--- src/rtl/i2c_pkg.sv ---
// Shared types for the I2C slave transmitter: SDA drive codes, controller states,
// and the state-to-SDA-mode decode used by the controller's Moore outputs.
package i2c_pkg;

    localparam int BITS_PER_BYTE = 8;

    typedef enum logic [1:0] {
        SDA_IDLE = 2'b00,
        SDA_ACK  = 2'b01,
        SDA_NACK = 2'b10,
        SDA_TX   = 2'b11
    } sda_mode_t;

    typedef enum logic [3:0] {
        ST_IDLE,
        ST_ADDR,
        ST_ADDR_END,
        ST_ACK_ADDR,
        ST_NACK_ADDR,
        ST_LOAD,
        ST_TX,
        ST_CHK_ACK,
        ST_ACK_END,
        ST_WAIT_STOP
    } ctrl_state_t;

    function automatic sda_mode_t mode_of(input ctrl_state_t st);
        case (st)
            ST_ACK_ADDR:    return SDA_ACK;
            ST_NACK_ADDR:   return SDA_NACK;
            ST_LOAD, ST_TX: return SDA_TX;
            default:        return SDA_IDLE;
        endcase
    endfunction

endpackage

--- src/rtl/i2c_slave_controller_if.sv ---
// Bus-event inputs and SDA/TX-path control outputs of the slave controller.
interface i2c_slave_controller_if;
    import i2c_pkg::*;

    logic      start_found;
    logic      stop_found;
    logic      rising_edge_found;
    logic      falling_edge_found;
    logic      sda_in;
    logic      fifo_empty;
    sda_mode_t sda_mode;
    logic      load_data;
    logic      read_enable;
    logic      tx_enable;

    modport slave (
        input  start_found, stop_found, rising_edge_found, falling_edge_found,
        input  sda_in, fifo_empty,
        output sda_mode, load_data, read_enable, tx_enable
    );

    modport master (
        output start_found, stop_found, rising_edge_found, falling_edge_found,
        output sda_in, fifo_empty,
        input  sda_mode, load_data, read_enable, tx_enable
    );
endinterface

--- src/rtl/i2c_slave_controller_bit_counter.sv ---
// 4-bit bit counter: clear has priority, counts on enable and holds once a byte is complete.
module i2c_bit_counter
    import i2c_pkg::*;
(
    input  logic       clk,
    input  logic       n_rst,
    input  logic       clear,
    input  logic       enable,
    output logic [3:0] count,
    output logic       full
);
    logic [3:0] count_q;
    logic [3:0] count_d;

    assign full  = (count_q == 4'(BITS_PER_BYTE));
    assign count = count_q;

    always_comb begin
        count_d = count_q;
        if (clear)
            count_d = 4'd0;
        else if (enable && !full)
            count_d = count_q + 4'd1;
    end

    always_ff @(posedge clk) begin
        if (!n_rst)
            count_q <= 4'd0;
        else
            count_q <= count_d;
    end
endmodule

--- src/rtl/i2c_slave_controller.sv ---
// Protocol FSM of the I2C slave transmitter: decodes address phase, ACK/NACK, byte
// transmission and master ACK, producing sda_mode and TX shift-register/FIFO strobes.
module i2c_slave_controller
    import i2c_pkg::*;
#(
    parameter logic [6:0] SLAVE_ADDR = 7'b1111000
) (
    input  logic                  clk,
    input  logic                  n_rst,
    i2c_slave_controller_if.slave bus
);
    ctrl_state_t state_q, state_d;
    logic [7:0]  addr_q, addr_d;
    logic        ack_q, ack_d;
    logic        tx_q, tx_d;
    logic        cnt_clr, cnt_en, cnt_full, tx_full, addr_match;
    logic [3:0]  cnt;

    i2c_bit_counter u_bit_counter (
        .clk    (clk),
        .n_rst  (n_rst),
        .clear  (cnt_clr),
        .enable (cnt_en),
        .count  (cnt),
        .full   (cnt_full)
    );

    assign addr_match = (addr_q[7:1] == SLAVE_ADDR) && addr_q[0] && !bus.fifo_empty;
    // A rise coinciding with a fall is applied first, so the 8th rise ends the byte immediately.
    assign tx_full = cnt_full ||
                     (bus.rising_edge_found && (cnt == 4'(BITS_PER_BYTE - 1)));

    always_comb begin
        state_d = state_q;
        addr_d  = addr_q;
        ack_d   = ack_q;
        tx_d    = 1'b0;
        cnt_clr = 1'b0;
        cnt_en  = 1'b0;
        if (bus.start_found) begin
            state_d = ST_ADDR;
            cnt_clr = 1'b1;
        end else if (bus.stop_found) begin
            state_d = ST_IDLE;
        end else begin
            case (state_q)
                ST_ADDR: begin
                    if (cnt_full) begin
                        state_d = ST_ADDR_END;
                    end else if (bus.rising_edge_found) begin
                        addr_d = {addr_q[6:0], bus.sda_in};
                        cnt_en = 1'b1;
                    end
                end
                ST_ADDR_END:
                    if (bus.falling_edge_found)
                        state_d = addr_match ? ST_ACK_ADDR : ST_NACK_ADDR;
                ST_ACK_ADDR:
                    if (bus.falling_edge_found) state_d = ST_LOAD;
                ST_NACK_ADDR:
                    if (bus.falling_edge_found) state_d = ST_WAIT_STOP;
                ST_LOAD: begin
                    state_d = ST_TX;
                    cnt_clr = 1'b1;
                end
                ST_TX: begin
                    cnt_en = bus.rising_edge_found;
                    if (bus.falling_edge_found) begin
                        if (tx_full) state_d = ST_CHK_ACK;
                        else         tx_d    = 1'b1;
                    end
                end
                ST_CHK_ACK:
                    if (bus.rising_edge_found) begin
                        ack_d   = !bus.sda_in;
                        state_d = ST_ACK_END;
                    end
                ST_ACK_END:
                    if (bus.falling_edge_found)
                        state_d = (ack_q && !bus.fifo_empty) ? ST_LOAD : ST_WAIT_STOP;
                default: ;
            endcase
        end
    end

    always_ff @(posedge clk) begin
        if (!n_rst) begin
            state_q <= ST_IDLE;
            addr_q  <= 8'd0;
            ack_q   <= 1'b0;
            tx_q    <= 1'b0;
        end else begin
            state_q <= state_d;
            addr_q  <= addr_d;
            ack_q   <= ack_d;
            tx_q    <= tx_d;
        end
    end

    assign bus.sda_mode    = mode_of(state_q);
    assign bus.load_data   = (state_q == ST_LOAD);
    assign bus.read_enable = (state_q == ST_LOAD);
    assign bus.tx_enable   = tx_q;
endmodule

--- src/flat_wrapper.sv ---
// flat-port wrapper written by rule: the top's interface ports become plain ports
module i2c_slave_controller_flat import i2c_pkg::*;
#(
    parameter logic [6:0] SLAVE_ADDR = 7'b1111000
)
  (clk, n_rst, bus_start_found, bus_stop_found, bus_rising_edge_found, bus_falling_edge_found, bus_sda_in, bus_fifo_empty, bus_sda_mode, bus_load_data, bus_read_enable, bus_tx_enable);
  i2c_slave_controller_if bus_i ();
  input  logic clk;
  input  logic n_rst;
  input wire logic [$bits(bus_i.start_found)-1:0] bus_start_found;
  input wire logic [$bits(bus_i.stop_found)-1:0] bus_stop_found;
  input wire logic [$bits(bus_i.rising_edge_found)-1:0] bus_rising_edge_found;
  input wire logic [$bits(bus_i.falling_edge_found)-1:0] bus_falling_edge_found;
  input wire logic [$bits(bus_i.sda_in)-1:0] bus_sda_in;
  input wire logic [$bits(bus_i.fifo_empty)-1:0] bus_fifo_empty;
  output wire logic [$bits(bus_i.sda_mode)-1:0] bus_sda_mode;
  output wire logic [$bits(bus_i.load_data)-1:0] bus_load_data;
  output wire logic [$bits(bus_i.read_enable)-1:0] bus_read_enable;
  output wire logic [$bits(bus_i.tx_enable)-1:0] bus_tx_enable;
  assign bus_i.start_found = bus_start_found;
  assign bus_i.stop_found = bus_stop_found;
  assign bus_i.rising_edge_found = bus_rising_edge_found;
  assign bus_i.falling_edge_found = bus_falling_edge_found;
  assign bus_i.sda_in = bus_sda_in;
  assign bus_i.fifo_empty = bus_fifo_empty;
  assign bus_sda_mode = bus_i.sda_mode;
  assign bus_load_data = bus_i.load_data;
  assign bus_read_enable = bus_i.read_enable;
  assign bus_tx_enable = bus_i.tx_enable;
  i2c_slave_controller #(.SLAVE_ADDR(SLAVE_ADDR)) u_core (.clk(clk), .n_rst(n_rst), .bus(bus_i));
endmodule
--- config.mk ---
export PLATFORM = sky130hd
export DESIGN_NAME = i2c_slave_controller_flat
export DESIGN_NICKNAME = d
export VERILOG_FILES = /design/src/rtl/i2c_pkg.sv /design/src/rtl/i2c_slave_controller_if.sv /design/src/rtl/i2c_slave_controller_bit_counter.sv /design/src/rtl/i2c_slave_controller.sv /design/src/flat_wrapper.sv
export SDC_FILE = /design/constraint.sdc
export NUM_CORES = 1
export LEC_CHECK = 0
export CORE_MARGIN = 2
export CORE_UTILIZATION = 58
export DETAILED_ROUTE_END_ITERATION = 6
export GPL_TIMING_DRIVEN = 1
export PLACE_DENSITY = 0.88
export SYNTH_ARGS = -nofsm -noshare
export SYNTH_HDL_FRONTEND = slang
export SYNTH_SLANG_ARGS = --single-unit
--- constraint.sdc ---
create_clock -name clk -period 3.4 [get_ports clk]
set_input_delay 1.02 -clock clk [delete_from_list [all_inputs] [get_ports clk]]
set_output_delay 1.02 -clock clk [all_outputs]
set_load 0.05 [all_outputs]
## Yosys cells after proc, flatten, opt, wreduce, memory -nomap -nowiden

Index checks and enable logic that the tools add are counted.

| storage, ports and cells | value |
|---|---|
| bits in registers | 18 |
| bits in latches | 0 |
| bits in writable memories | 0 |
| ROM bits | 0 |
| output and inout bits | 5 |
| memories | 0 |

| operators by class | value |
|---|---|
| add/subtract/negate cells | 1 |
| $mul | 0 |
| divide/modulo/power cells | 0 |
| $lt $le $gt $ge | 0 |
| equality and inequality tests | 27 |
| shifts and indexed selects | 0 |
| multiplexer cells | 23 |
| bitwise operators | 6 |
| reductions and logical operators | 19 |

Operators with widths:

| cell | count |
|---|---|
| two-way mux 4 bit | 9 |
| case mux 4 bit (8 select lines) | 1 |
| inequality test 4 bit, second input constant | 6 |
| == test 4 x 3 -> 1 bit, second input constant | 5 |
| AND reduction 9 bit | 2 |
| inequality test 2 bit, second input constant | 6 |
| two-way mux 1 bit | 10 |
| nonzero test 10 bit | 1 |
| == test 4 x 2 -> 1 bit, second input constant | 2 |
| == test 4 bit, second input constant | 2 |
| inequality test 4 x 3 -> 1 bit, second input constant | 2 |
| nonzero test 8 bit | 1 |
| == test 7 bit, second input constant | 1 |
| inverter 1 bit | 6 |
| case mux 2 bit (3 select lines) | 1 |
| logical AND 1 bit | 5 |
| AND reduction 5 bit | 1 |
| OR reduction 5 bit | 1 |
| adder 4 x 1 -> 4 bit, second input constant | 1 |
| == test 4 x 1 -> 1 bit, second input constant | 1 |
| inequality test 2 x 1 -> 1 bit, second input constant | 2 |
| AND reduction 4 bit | 1 |
| OR reduction 2 bit | 2 |
| logical NOT 1 bit | 3 |
| 4 further kinds | 4 |

## Longest topological paths before layout

Gate-level depths: netlist of run 1.

| depth | value |
|---|---|
| word-level depth | 8 |
| mapped depth | 7 |
| gate-level depth less buffers | 7 |

## By module

Synthesis of run 1 repeated with hierarchy kept, for this count alone.

| second synthesis, totals | value |
|---|---|
| cell total of the unflattened synthesis | 123 |
| area total of the unflattened synthesis | 1129.8 µm² |

Modules (own cells, without submodules):

| module | times used | cells each | area each (µm²) | seq. area each (µm²) |
|---|---|---|---|---|
| i2c_slave_controller | 1 | 98 | 912.1 | 280.3 |
| i2c_bit_counter | 1 | 25 | 217.7 | 80.1 |

## Worst setup path after synthesis of run 1

Ideal clock, no wire load.

| timing path | value |
|---|---|
| path type | register to output |
| from | register u_core.state_q[0] |
| to | output bus_read_enable |
| arrival | 2149 ps |
| path slack | 231 ps |
| stages on the path, launching flop included | 4 |
| cells stage by stage | dfxtp_1 > or2b_1 > nor3_1 > buf_4 |

| between the ends | value |
|---|---|
| cells in the longest elaborated chain, start to end | 1 |

Ends and longest elaborated chain:

| element | line | text |
|---|---|---|
| start: declaration | i2c_slave_controller.sv:12 | `ctrl_state_t state_q, state_d;` |
| start signal: assignment | i2c_slave_controller.sv:93 | `state_q <= state_d;` |
| == test 4 x 3 -> 1 bit | - |  |
| end: declaration | flat_wrapper.sv:18 | `output wire logic [$bits(bus_i.read_enable)-1:0] bus_read_enable;` |

No other way between the ends.

## Worst setup path after layout of run 1

| timing path | value |
|---|---|
| from | register u_core.state_q[1] |
| to | output bus_sda_mode[0] |

| between the ends | value |
|---|---|
| cells in the longest elaborated chain, start to end | 3 |

Ends and longest elaborated chain:

| element | line | text |
|---|---|---|
| == test 4 x 3 -> 1 bit | i2c_pkg.sv:28 | `case (st)` |
| OR reduction 2 bit | i2c_pkg.sv:28 |  |
| case mux 2 bit (3 select lines) (*) | i2c_pkg.sv:28 |  |
| end: declaration | flat_wrapper.sv:16 | `output wire logic [$bits(bus_i.sda_mode)-1:0] bus_sda_mode;` |

Mark *: on every way between the ends. The rest lies on a longest branch, timed or not.

==> flow_summary.html, run 1 <==
<table>
<tr><th>Metric</th><th>Value</th></tr>
<tr><th colspan="2">Run status</th></tr>
<tr><td>Result of the run</td><td>completed</td></tr>
<tr><th colspan="2">Power and ir drop</th></tr>
<tr><td>P_int</td><td>308 uW</td></tr>
<tr><td>PD cells</td><td>328 nW/um^2</td></tr>
<tr><td>Total net switching power</td><td>111 uW</td></tr>
<tr><td>Static leakage power</td><td>0.492 nW</td></tr>
<tr><td>Switching portion of total power</td><td>0.265</td></tr>
<tr><td>Share of total power in combinational logic</td><td>0.157</td></tr>
<tr><td>Share of total power in the clock network</td><td>0.327</td></tr>
<tr><td>Relative contribution of sequential cells to total power</td><td>0.516</td></tr>
<tr><td>Peak ir drop on the vdd network</td><td>0.255 mV</td></tr>
<tr><th colspan="2">Layout</th></tr>
<tr><td>Finished layout cell area</td><td>1280 sq um</td></tr>
<tr><td>Proportion of layout cells with a drive suffix above 1</td><td>0.106</td></tr>
<tr><td>Share of the core filled with cells</td><td>0.723</td></tr>
<tr><td>Total number of nets in the final design</td><td>153</td></tr>
<tr><td>Antenna diodes</td><td>0</td></tr>
<tr><td>Area growth from synthesis to layout</td><td>16.0%</td></tr>
<tr><td>Fin cells</td><td>167</td></tr>
<tr><th colspan="2">Route</th></tr>
<tr><td>Via-per-instance ratio</td><td>5.98</td></tr>
<tr><td>Count of nets left with antenna violations after detail routing</td><td>0</td></tr>
<tr><td>Vias post-DR</td><td>998</td></tr>
<tr><td>Violation count after the first detailed-route iteration</td><td>62</td></tr>
<tr><td>Wirelength, routed</td><td>2.34 mm</td></tr>
<tr><td>First-pass DRT Iterations</td><td>4</td></tr>
<tr><td>Remaining routing DRC violations</td><td>0</td></tr>
<tr><td>Wire per inst</td><td>14.0 microns</td></tr>
<tr><th colspan="2">Die</th></tr>
<tr><td>Die footprint</td><td>2260 sq um</td></tr>
<tr><td>Row cnt</td><td>15</td></tr>
<tr><td>Starting utilization of the core area</td><td>0.623</td></tr>
<tr><td>Boundary Pins</td><td>13</td></tr>
<tr><td>Y dimension of the die</td><td>47.5 microns</td></tr>
<tr><td>Core area</td><td>1760 sq um</td></tr>
<tr><td>Die X-Extent</td><td>47.5 microns</td></tr>
<tr><th colspan="2">Placement</th></tr>
<tr><td>Area of placed instances</td><td>1240 sq um</td></tr>
<tr><td>IO buf count</td><td>12</td></tr>
<tr><td>Number of cells after detailed placement</td><td>163</td></tr>
<tr><td>Post-detail-place hpwl</td><td>1.80 mm</td></tr>
<tr><td>Routability congestion estimate from global placement</td><td>0.894</td></tr>
<tr><th colspan="2">Timing</th></tr>
<tr><td>Max Clk Rate</td><td>306 MHz</td></tr>
<tr><td>Final setup violation count</td><td>0</td></tr>
<tr><td>RSZ-0062 raised after global routing</td><td>no</td></tr>
<tr><td>Final critical-path share of the clock period</td><td>0.960</td></tr>
<tr><td>Clk_skew</td><td>0.00116 ns</td></tr>
<tr><td>Worst rel slew slack</td><td>0.663</td></tr>
<tr><td>Final Hold Viols</td><td>0</td></tr>
<tr><td>Clock period minus final worst setup slack</td><td>3.26 ns</td></tr>
<tr><td>Max-slew violation total from the final report</td><td>0</td></tr>
<tr><td>Setup TNS</td><td>0 ns</td></tr>
<tr><td>Worst-margin pin slew</td><td>0.503 ns</td></tr>
<tr><td>Worst slack on hold paths</td><td>0.539 ns</td></tr>
<tr><th colspan="2">Synth</th></tr>
<tr><td>Async set-reset flop share out of synthesis</td><td>0</td></tr>
<tr><td>Number of register bits inferred by synthesis</td><td>18</td></tr>
<tr><td>Synthesized instance count</td><td>129</td></tr>
<tr><td>Fraction of the yosys area taken by sequential cells</td><td>0.328</td></tr>
<tr><td>Main synth FF type</td><td>sky130_fd_sc_hd__dfxtp_1</td></tr>
<tr><td>Synth warnings</td><td>0</td></tr>
<tr><td>Mean instance size in the synthesized netlist</td><td>8.53 sq um</td></tr>
<tr><td>Net Count, Synth</td><td>139</td></tr>
<tr><td>Count of flip-flops with a built-in enable after synthesis</td><td>0</td></tr>
<tr><td>Yosys cell types</td><td>42</td></tr>
<tr><td>Area of the mapped netlist</td><td>1100 sq um</td></tr>
<tr><th colspan="2">Hold path</th></tr>
<tr><td>Worst hold-check path type</td><td>flip-flop to flip-flop</td></tr>
<tr><th colspan="2">CTS</th></tr>
<tr><td>Clock Pin Slew Worst Setup and Hold Paths</td><td>0.10 ns</td></tr>
<tr><td>Post-CTS Setup Bufs</td><td>0</td></tr>
<tr><td>Clock Sink Count</td><td>18</td></tr>
<tr><td>Clock buffer depth</td><td>2</td></tr>
<tr><td>TritonCTS buffer count</td><td>3</td></tr>
<tr><td>TritonCTS clock tree</td><td>done</td></tr>
<tr><td>Number of H-tree levels</td><td>1</td></tr>
<tr><td>Master cell of the clock root buffer</td><td>sky130_fd_sc_hd__clkbuf_4</td></tr>
<tr><td>Count of cells resized by post-cts repair</td><td>0</td></tr>
<tr><td>Later-pin clock latency in the skew report</td><td>0.31 ns</td></tr>
<tr><td>CTS hold repair buffers</td><td>0</td></tr>
<tr><th colspan="2">Worst setup path</th></tr>
<tr><td>Critical Path End Type</td><td>output port</td></tr>
<tr><td>WP data required</td><td>2.38 ns</td></tr>
<tr><td>Type of the setup path with the least slack</td><td>flip-flop to output port</td></tr>
<tr><td>Largest fanout on the critical path</td><td>14</td></tr>
<tr><td>Kind of start point of the critical path</td><td>flip-flop</td></tr>
<tr><td>WP data arrival</td><td>2.24 ns</td></tr>
<tr><th colspan="2">Global route</th></tr>
<tr><td>Number of global-route vias before repair</td><td>873</td></tr>
<tr><td>Gr ovfl total</td><td>0</td></tr>
<tr><td>Initial antenna violation count</td><td>0</td></tr>
<tr><td>First-pass GRT wire length</td><td>3.82 mm</td></tr>
<tr><td>Pin count of the biggest net entering global routing</td><td>15</td></tr>
<tr><td>Global Route Usage Sum</td><td>0.244</td></tr>
<tr><th colspan="2">Job</th></tr>
<tr><td>Max-cap violation count</td><td>0</td></tr>
</table>
[path summary, 6_finish.rpt]
check	from	end	slack (ns)	cells past startpoint
hold reg to reg	u_core.addr_q[7]$_SDFFE_PN0P_	u_core.addr_q[7]$_SDFFE_PN0P_	0.54	2
setup reg to reg	u_core.state_q[1]$_SDFFE_PP0P_	u_core.state_q[1]$_SDFFE_PP0P_	1.43	5
hold / removal	u_core.addr_q[7]$_SDFFE_PN0P_	u_core.addr_q[7]$_SDFFE_PN0P_	0.54	2
setup / recovery	u_core.state_q[1]$_SDFFE_PP0P_	bus_sda_mode[0]	0.14	4
[power groups by stage]
stage | combinational (mW) | sequential (mW) | clock (mW)
2_1_floorplan | 0.0445 | 0.220 | 0
3_3_place_gp | 0.0641 | 0.221 | 0
3_5_place_dp | 0.0652 | 0.221 | 0
4_1_cts | 0.0654 | 0.216 | 0.137
5_1_grt | 0.0711 | 0.217 | 0.144
6_report | 0.0660 | 0.216 | 0.137
[placed cells by master, fill, tap and decap left out, types with 2 or more instances in the layout]
cell type,Yosys,routed
sky130_fd_sc_hd__clkdlybuf4s50_1,0,12
sky130_fd_sc_hd__nor3_1,4,4
sky130_fd_sc_hd__a211oi_1,3,3
sky130_fd_sc_hd__mux2i_1,9,9
sky130_fd_sc_hd__buf_4,1,2
sky130_fd_sc_hd__o21ai_0,7,7
sky130_fd_sc_hd__and2_1,3,3
sky130_fd_sc_hd__nand2_1,7,7
sky130_fd_sc_hd__clkbuf_4,0,3
sky130_fd_sc_hd__or3b_4,2,2
sky130_fd_sc_hd__dfxtp_1,18,18
sky130_fd_sc_hd__a21oi_1,8,8
sky130_fd_sc_hd__inv_2,2,2
sky130_fd_sc_hd__and3b_1,2,2
sky130_fd_sc_hd__nand4b_1,2,2
sky130_fd_sc_hd__nor2b_1,12,12
sky130_fd_sc_hd__nor2_2,2,2
sky130_fd_sc_hd__ha_1,2,2
sky130_fd_sc_hd__o22ai_1,2,2
sky130_fd_sc_hd__xnor2_1,2,2
sky130_fd_sc_hd__nor2_1,9,9
sky130_fd_sc_hd__nand3_1,2,2
sky130_fd_sc_hd__inv_1,7,7
[Yosys cell counts, types with 2 or more instances]
cell type,n,area (sq um)
sky130_fd_sc_hd__nand3_1,2,10.0
sky130_fd_sc_hd__nor3_1,4,20.0
sky130_fd_sc_hd__dfxtp_1,18,360
sky130_fd_sc_hd__nor2b_1,12,75.1
sky130_fd_sc_hd__mux2i_1,9,90.1
sky130_fd_sc_hd__inv_1,7,26.3
sky130_fd_sc_hd__and2_1,3,18.8
sky130_fd_sc_hd__and3b_1,2,17.5
sky130_fd_sc_hd__buf_2,3,15.0
sky130_fd_sc_hd__xnor2_1,2,17.5
sky130_fd_sc_hd__nor2_1,9,33.8
sky130_fd_sc_hd__nand4b_1,2,17.5
sky130_fd_sc_hd__o22ai_1,2,12.5
sky130_fd_sc_hd__a21oi_1,8,40.0
sky130_fd_sc_hd__nand2_1,7,26.3
sky130_fd_sc_hd__o21ai_0,7,35.0
sky130_fd_sc_hd__inv_2,2,7.51
sky130_fd_sc_hd__or3b_4,2,22.5
sky130_fd_sc_hd__nor2_2,2,12.5
sky130_fd_sc_hd__a211oi_1,3,22.5
sky130_fd_sc_hd__ha_1,2,25.0
[cells by family after synthesis]
family / share of synthesized area
buf+inv: 0.0546
fa+ha+maj: 0.0227
flops: 0.328
xor+xnor: 0.0239
mux: 0.0819
simple gates: 0.281
compound gates: 0.208
[registers in the layout, indices dropped and copies added (netlist names)]
signal                      cells
u_core.state_q                  4
u_core.addr_q                   8
u_core.bus.tx_enable            1
u_core.u_bit_counter.count      4
u_core.ack_q                    1
[layer usage]
layer / track usage / vias up / share of wire / wire, microns
li1: - / 486 / - / -
met1: 0.311 / 474 / 0.45 / 1050
met2: 0.392 / 33 / 0.48 / 1120
met3: 0.0453 / 5 / 0.050 / 116
met4: 0.130 / 0 / 0.021 / 48
met5: 0 / - / 0 / 0
[cell type report]
class	count	area, sq um
Clock buffer	4	36.3
Sequential cell	18	360
Multi-Input combinational cell	97	679
Timing Repair Buffer	14	135
Tap cell	25	31.3
Inverter	9	33.8
Fill cell	136	488
[critical path: stages (launching register included)]
cell	delay, ns
sky130_fd_sc_hd__dfxtp_1	0.62
sky130_fd_sc_hd__nor2b_1	0.27
sky130_fd_sc_hd__o21ai_0	0.10
sky130_fd_sc_hd__a21oi_1	0.14
sky130_fd_sc_hd__clkdlybuf4s50_1	0.81
[stage by stage]
step           setup WS [ns]  power [mW]
3_3_place_gp           0.524       0.285
4_1_cts                0.160       0.419
3_5_place_dp           0.433       0.286
5_1_grt               0.0452       0.431
2_1_floorplan          0.231       0.265
6_report               0.136       0.419
Note: power is estimated with default switching activity, not from simulation.
==> inputs of run 2 (changes only) <==
--- a/config.mk
+++ b/config.mk
@@ -5,8 +5,9 @@
 export SDC_FILE = /design/constraint.sdc
 export NUM_CORES = 1
 export LEC_CHECK = 0
+export ABC_AREA = 1
 export CORE_MARGIN = 2
-export CORE_UTILIZATION = 58
+export CORE_UTILIZATION = 57
 export DETAILED_ROUTE_END_ITERATION = 6
 export GPL_TIMING_DRIVEN = 1
 export PLACE_DENSITY = 0.88
==> run 2 against run 1 <==
Against the previous run: via count increased by 4.6%; sequential cell count is the same; wire length shrank 3.0%.
==> flow_summary.html, run 2 <==
<table>
<tr><th>Metric</th><th>Value</th></tr>
<tr><th colspan="2">Layout</th></tr>
<tr><td>Proportion of layout cells with a drive suffix above 1</td><td>0.0387 (was 0.106)</td></tr>
<tr><td>Register name with the most flops</td><td>u_core.addr_q (unchanged)</td></tr>
<tr><td>Area growth from synthesis to layout</td><td>15.8% (was 16.0%)</td></tr>
<tr><td>Flip-flop count of the largest register after layout</td><td>8 (unchanged)</td></tr>
<tr><td>Highest-count cells in the layout ignoring fill and taps</td><td>sky130_fd_sc_hd__nand2_1 (36), sky130_fd_sc_hd__nor2_1 (32), sky130_fd_sc_hd__inv_1 (27) (was sky130_fd_sc_hd__dfxtp_1 (18), sky130_fd_sc_hd__nor2b_1 (12), sky130_fd_sc_hd__clkdlybuf4s50_1 (12))</td></tr>
<tr><td>Total number of nets in the final design</td><td>193 (was 153)</td></tr>
<tr><td>Antenna diodes</td><td>0 (unchanged)</td></tr>
<tr><td>Most frequent standard cell in the layout excluding fill and tap cells</td><td>sky130_fd_sc_hd__nand2_1 (was sky130_fd_sc_hd__dfxtp_1)</td></tr>
<tr><th colspan="2">Run status</th></tr>
<tr><td>Result of the run</td><td>completed (unchanged)</td></tr>
<tr><th colspan="2">Hold path</th></tr>
<tr><td>Sink of the worst hold path</td><td>u_core.addr_q[3]$_SDFFE_PN0P_ (was u_core.addr_q[7]$_SDFFE_PN0P_)</td></tr>
<tr><td>Worst hold-check path type</td><td>flip-flop to flip-flop (unchanged)</td></tr>
<tr><td>Number of instances on the worst hold path</td><td>2 (unchanged)</td></tr>
<tr><td>Hold wc startpoint</td><td>u_core.addr_q[2]$_SDFFE_PN0P_ (was u_core.addr_q[7]$_SDFFE_PN0P_)</td></tr>
<tr><th colspan="2">Timing</th></tr>
<tr><td>Setup TNS</td><td>0 ns (unchanged)</td></tr>
<tr><td>Max-slew violation total from the final report</td><td>0 (unchanged)</td></tr>
<tr><td>Worst rel slew slack</td><td>0.668 (was 0.663)</td></tr>
<tr><td>Worst slack on hold paths</td><td>0.474 ns (was 0.539 ns)</td></tr>
<tr><td>Max Clk Rate</td><td>314 MHz (was 306 MHz)</td></tr>
<tr><td>Final setup violation count</td><td>0 (unchanged)</td></tr>
<tr><td>Clock period minus final worst setup slack</td><td>3.19 ns (was 3.26 ns)</td></tr>
<tr><td>Final Hold Viols</td><td>0 (unchanged)</td></tr>
<tr><td>Worst-margin pin slew</td><td>0.496 ns (was 0.503 ns)</td></tr>
<tr><td>Clk_skew</td><td>0.00297 ns (was 0.00116 ns)</td></tr>
<tr><td>Final critical-path share of the clock period</td><td>0.937 (was 0.960)</td></tr>
<tr><td>RSZ-0062 raised after global routing</td><td>no (unchanged)</td></tr>
<tr><th colspan="2">Route</th></tr>
<tr><td>Violation count after the first detailed-route iteration</td><td>41 (was 62)</td></tr>
<tr><td>First-pass DRT Iterations</td><td>4 (unchanged)</td></tr>
<tr><td>Wirelength, routed</td><td>2.27 mm (was 2.34 mm)</td></tr>
<tr><td>Via-per-instance ratio</td><td>5.07 (was 5.98)</td></tr>
<tr><td>Wire per inst</td><td>11.0 microns (was 14.0 microns)</td></tr>
<tr><td>Remaining routing DRC violations</td><td>0 (unchanged)</td></tr>
<tr><td>Vias post-DR</td><td>1044 (was 998)</td></tr>
<tr><td>Count of nets left with antenna violations after detail routing</td><td>0 (unchanged)</td></tr>
<tr><th colspan="2">Worst setup path</th></tr>
<tr><td>Flop-to-flop setup slack</td><td>1.80 ns (was 1.43 ns)</td></tr>
<tr><td>CP max stage cell</td><td>sky130_fd_sc_hd__clkdlybuf4s50_1 (unchanged)</td></tr>
<tr><td>Type of the setup path with the least slack</td><td>flip-flop to output port (unchanged)</td></tr>
<tr><td>WP data required</td><td>2.38 ns (about the same)</td></tr>
<tr><td>Worst r2r dst</td><td>u_core.state_q[1]$_SDFFE_PP0P_ (unchanged)</td></tr>
<tr><td>Longest individual stage delay on the worst path</td><td>0.79 ns (was 0.81 ns)</td></tr>
<tr><td>R2R cell count</td><td>10 (was 5)</td></tr>
<tr><td>Critical Path End Type</td><td>output port (unchanged)</td></tr>
<tr><td>Largest fanout on the critical path</td><td>4 (was 14)</td></tr>
<tr><td>Cells along the critical path</td><td>inv_1, nand2_1, nor2_1, inv_1, nand2_1, nor2_1, inv_1, clkdlybuf4s50_1 (was nor2b_1, o21ai_0, a21oi_1, clkdlybuf4s50_1)</td></tr>
<tr><td>Kind of start point of the critical path</td><td>flip-flop (unchanged)</td></tr>
<tr><td>WP data arrival</td><td>2.17 ns (was 2.24 ns)</td></tr>
<tr><td>Reg-to-reg critical path startpoint</td><td>u_core.u_bit_counter.count[0]$_SDFFE_PP0P_ (was u_core.state_q[1]$_SDFFE_PP0P_)</td></tr>
<tr><td>Worst path most repeated cell</td><td>sky130_fd_sc_hd__inv_1</td></tr>
<tr><th colspan="2">CTS</th></tr>
<tr><td>Clock Sink Count</td><td>18 (unchanged)</td></tr>
<tr><td>CTS hold repair buffers</td><td>0 (unchanged)</td></tr>
<tr><td>Count of cells resized by post-cts repair</td><td>0 (unchanged)</td></tr>
<tr><td>Number of H-tree levels</td><td>1 (unchanged)</td></tr>
<tr><td>Master cell of the clock root buffer</td><td>sky130_fd_sc_hd__clkbuf_4 (unchanged)</td></tr>
<tr><td>TritonCTS clock tree</td><td>done (unchanged)</td></tr>
<tr><td>Post-CTS Setup Bufs</td><td>0 (unchanged)</td></tr>
<tr><td>Later-pin clock latency in the skew report</td><td>0.30 ns (was 0.31 ns)</td></tr>
<tr><td>Clock Pin Slew Worst Setup and Hold Paths</td><td>0.10 ns (about the same)</td></tr>
<tr><td>Clock buffer depth</td><td>2 (unchanged)</td></tr>
<tr><td>TritonCTS buffer count</td><td>3 (unchanged)</td></tr>
<tr><th colspan="2">Global route</th></tr>
<tr><td>Gr ovfl total</td><td>0 (unchanged)</td></tr>
<tr><td>Pin count of the biggest net entering global routing</td><td>13 (was 15)</td></tr>
<tr><td>First-pass GRT wire length</td><td>3.71 mm (was 3.82 mm)</td></tr>
<tr><td>Global Route Usage Sum</td><td>0.247 (was 0.244)</td></tr>
<tr><td>Number of global-route vias before repair</td><td>924 (was 873)</td></tr>
<tr><td>Initial antenna violation count</td><td>0 (unchanged)</td></tr>
<tr><th colspan="2">Die</th></tr>
<tr><td>Starting utilization of the core area</td><td>0.601 (was 0.623)</td></tr>
<tr><td>Boundary Pins</td><td>13 (unchanged)</td></tr>
<tr><td>Row cnt</td><td>15 (unchanged)</td></tr>
<tr><td>Die X-Extent</td><td>46.5 microns (was 47.5 microns)</td></tr>
<tr><td>Y dimension of the die</td><td>46.5 microns (was 47.5 microns)</td></tr>
<tr><td>Core area</td><td>1710 sq um (was 1760 sq um)</td></tr>
<tr><td>Die footprint</td><td>2160 sq um (was 2260 sq um)</td></tr>
<tr><th colspan="2">Power and ir drop</th></tr>
<tr><td>Peak ir drop on the vdd network</td><td>0.240 mV (was 0.255 mV)</td></tr>
<tr><td>PD cells</td><td>309 nW/um^2 (was 328 nW/um^2)</td></tr>
<tr><td>Static leakage power</td><td>0.589 nW (was 0.492 nW)</td></tr>
<tr><td>Total power</td><td>368 uW (was 419 uW)</td></tr>
<tr><th colspan="2">Synth</th></tr>
<tr><td>Most instantiated library cell after synthesis</td><td>sky130_fd_sc_hd__nand2_1 (was sky130_fd_sc_hd__dfxtp_1)</td></tr>
<tr><td>Fraction of post-synthesis cell area in the top cell type by area</td><td>0.351 (was 0.328)</td></tr>
<tr><td>Fraction of the yosys area taken by sequential cells</td><td>0.351 (was 0.328)</td></tr>
<tr><td>Main synth FF type</td><td>sky130_fd_sc_hd__dfxtp_1 (unchanged)</td></tr>
<tr><td>Yosys cell types</td><td>18 (was 42)</td></tr>
<tr><td>Number of register bits inferred by synthesis</td><td>18 (unchanged)</td></tr>
<tr><td>Ranking of synthesized cells by area</td><td>sky130_fd_sc_hd__dfxtp_1 (35%), sky130_fd_sc_hd__nand2_1 (13%), sky130_fd_sc_hd__nor2_1 (12%), sky130_fd_sc_hd__inv_1 (9.9%), sky130_fd_sc_hd__o21ai_0 (6.8%) (was sky130_fd_sc_hd__dfxtp_1 (33%), sky130_fd_sc_hd__mux2i_1 (8.2%), sky130_fd_sc_hd__nor2b_1 (6.8%), sky130_fd_sc_hd__a21oi_1 (3.6%), sky130_fd_sc_hd__o21ai_0 (3.2%))</td></tr>
<tr><td>Most frequent cells after synthesis</td><td>sky130_fd_sc_hd__nand2_1 (36), sky130_fd_sc_hd__nor2_1 (32), sky130_fd_sc_hd__inv_1 (27), sky130_fd_sc_hd__dfxtp_1 (18), sky130_fd_sc_hd__o21ai_0 (14) (was sky130_fd_sc_hd__dfxtp_1 (18), sky130_fd_sc_hd__nor2b_1 (12), sky130_fd_sc_hd__mux2i_1 (9), sky130_fd_sc_hd__nor2_1 (9), sky130_fd_sc_hd__a21oi_1 (8))</td></tr>
<tr><td>Async set-reset flop share out of synthesis</td><td>0 (unchanged)</td></tr>
<tr><td>Area leader, netlist</td><td>sky130_fd_sc_hd__dfxtp_1 (unchanged)</td></tr>
<tr><td>Synth warnings</td><td>0 (unchanged)</td></tr>
<tr><td>Synthesized instance count</td><td>168 (was 129)</td></tr>
<tr><td>Mean instance size in the synthesized netlist</td><td>6.11 sq um (was 8.53 sq um)</td></tr>
<tr><td>Area of the mapped netlist</td><td>1030 sq um (was 1100 sq um)</td></tr>
<tr><td>Net Count, Synth</td><td>178 (was 139)</td></tr>
<tr><td>Count of flip-flops with a built-in enable after synthesis</td><td>0 (unchanged)</td></tr>
<tr><th colspan="2">Placement</th></tr>
<tr><td>IO buf count</td><td>12 (unchanged)</td></tr>
<tr><td>Post-detail-place hpwl</td><td>1.81 mm (was 1.80 mm)</td></tr>
<tr><td>Routability congestion estimate from global placement</td><td>0.899 (was 0.894)</td></tr>
<tr><th colspan="2">Job</th></tr>
<tr><td>Max-cap violation count</td><td>0 (unchanged)</td></tr>
</table>
==> run 2: cell types whose count changed after synthesis, sizes merged, moves of 7 or more <==
cell / previous run / this run
o21ai: 7 / 14
nand2: 7 / 36
nor2: 11 / 33
inv: 9 / 28
mux2i: 9 / 0
nand3: 3 / 14
nor2b: 12 / 0
==> run 2: layout make-up <==
cell class,count,area (sq um)
sequential,18,360
timing repair buffer,12,120
fill,153,518
inverter,28,105
clock buffer,3,22.5
multi-input combinational,120,551
tap,25,31.3
==> run 2: worst max-delay path by stage <==
stage | end | from | cells after the start
global placement | bus_sda_mode[0] | u_core.state_q[3]$_SDFFE_PP0P_ | 8
floorplan | bus_read_enable | u_core.state_q[3]$_SDFFE_PP0P_ | 6
finish | bus_sda_mode[0] | u_core.state_q[3]$_SDFFE_PP0P_ | 8
detailed placement | bus_sda_mode[0] | u_core.state_q[3]$_SDFFE_PP0P_ | 8
CTS | bus_sda_mode[0] | u_core.state_q[3]$_SDFFE_PP0P_ | 8
global route | bus_sda_mode[0] | u_core.state_q[3]$_SDFFE_PP0P_ | 8
==> run 2: worst max-delay path, delay by kind of cell (launching register included) <==
| family | cells | cell delay [ns] |
|---|---|---|
| buf+inv | 4 | 1.04 |
| simple gates | 4 | 0.48 |
| flops | 1 | 0.34 |
==> run 2: logic make-up after synthesis <==
family,share of synthesized area
simple gates,0.380
buf+inv,0.113
compound gates,0.132
flops,0.351
fa+ha+maj,0.0244
==> run 2: routing by layer <==
metal	GRT usage	wire (microns)	up-vias
li1	-	-	559
met1	0.307	1090	462
met2	0.400	1070	18
met3	0.0471	63	5
met4	0.131	52	0
met5	0	0	-
==> run 2: per-stage QoR <==
stage | area [sq um] | util | setup slack, ns | std cells
finish | 1190 | 0.697 | 0.213 | 206
global route | 1190 | 0.697 | 0.0720 | 206
CTS | 1190 | 0.697 | 0.242 | 206
detailed placement | 1170 | 0.684 | 0.572 | 203
global placement | 1170 | 0.684 | 0.641 | 203
floorplan | 1030 | - | 1.12 | 168
==> run 2: power by group <==
part           leakage, nW  internal (mW)  total [mW]  switching (mW)
Clock               0.0138         0.0414       0.108          0.0664
Combinational        0.429         0.0179      0.0429          0.0250
Sequential           0.146          0.215       0.217         0.00272
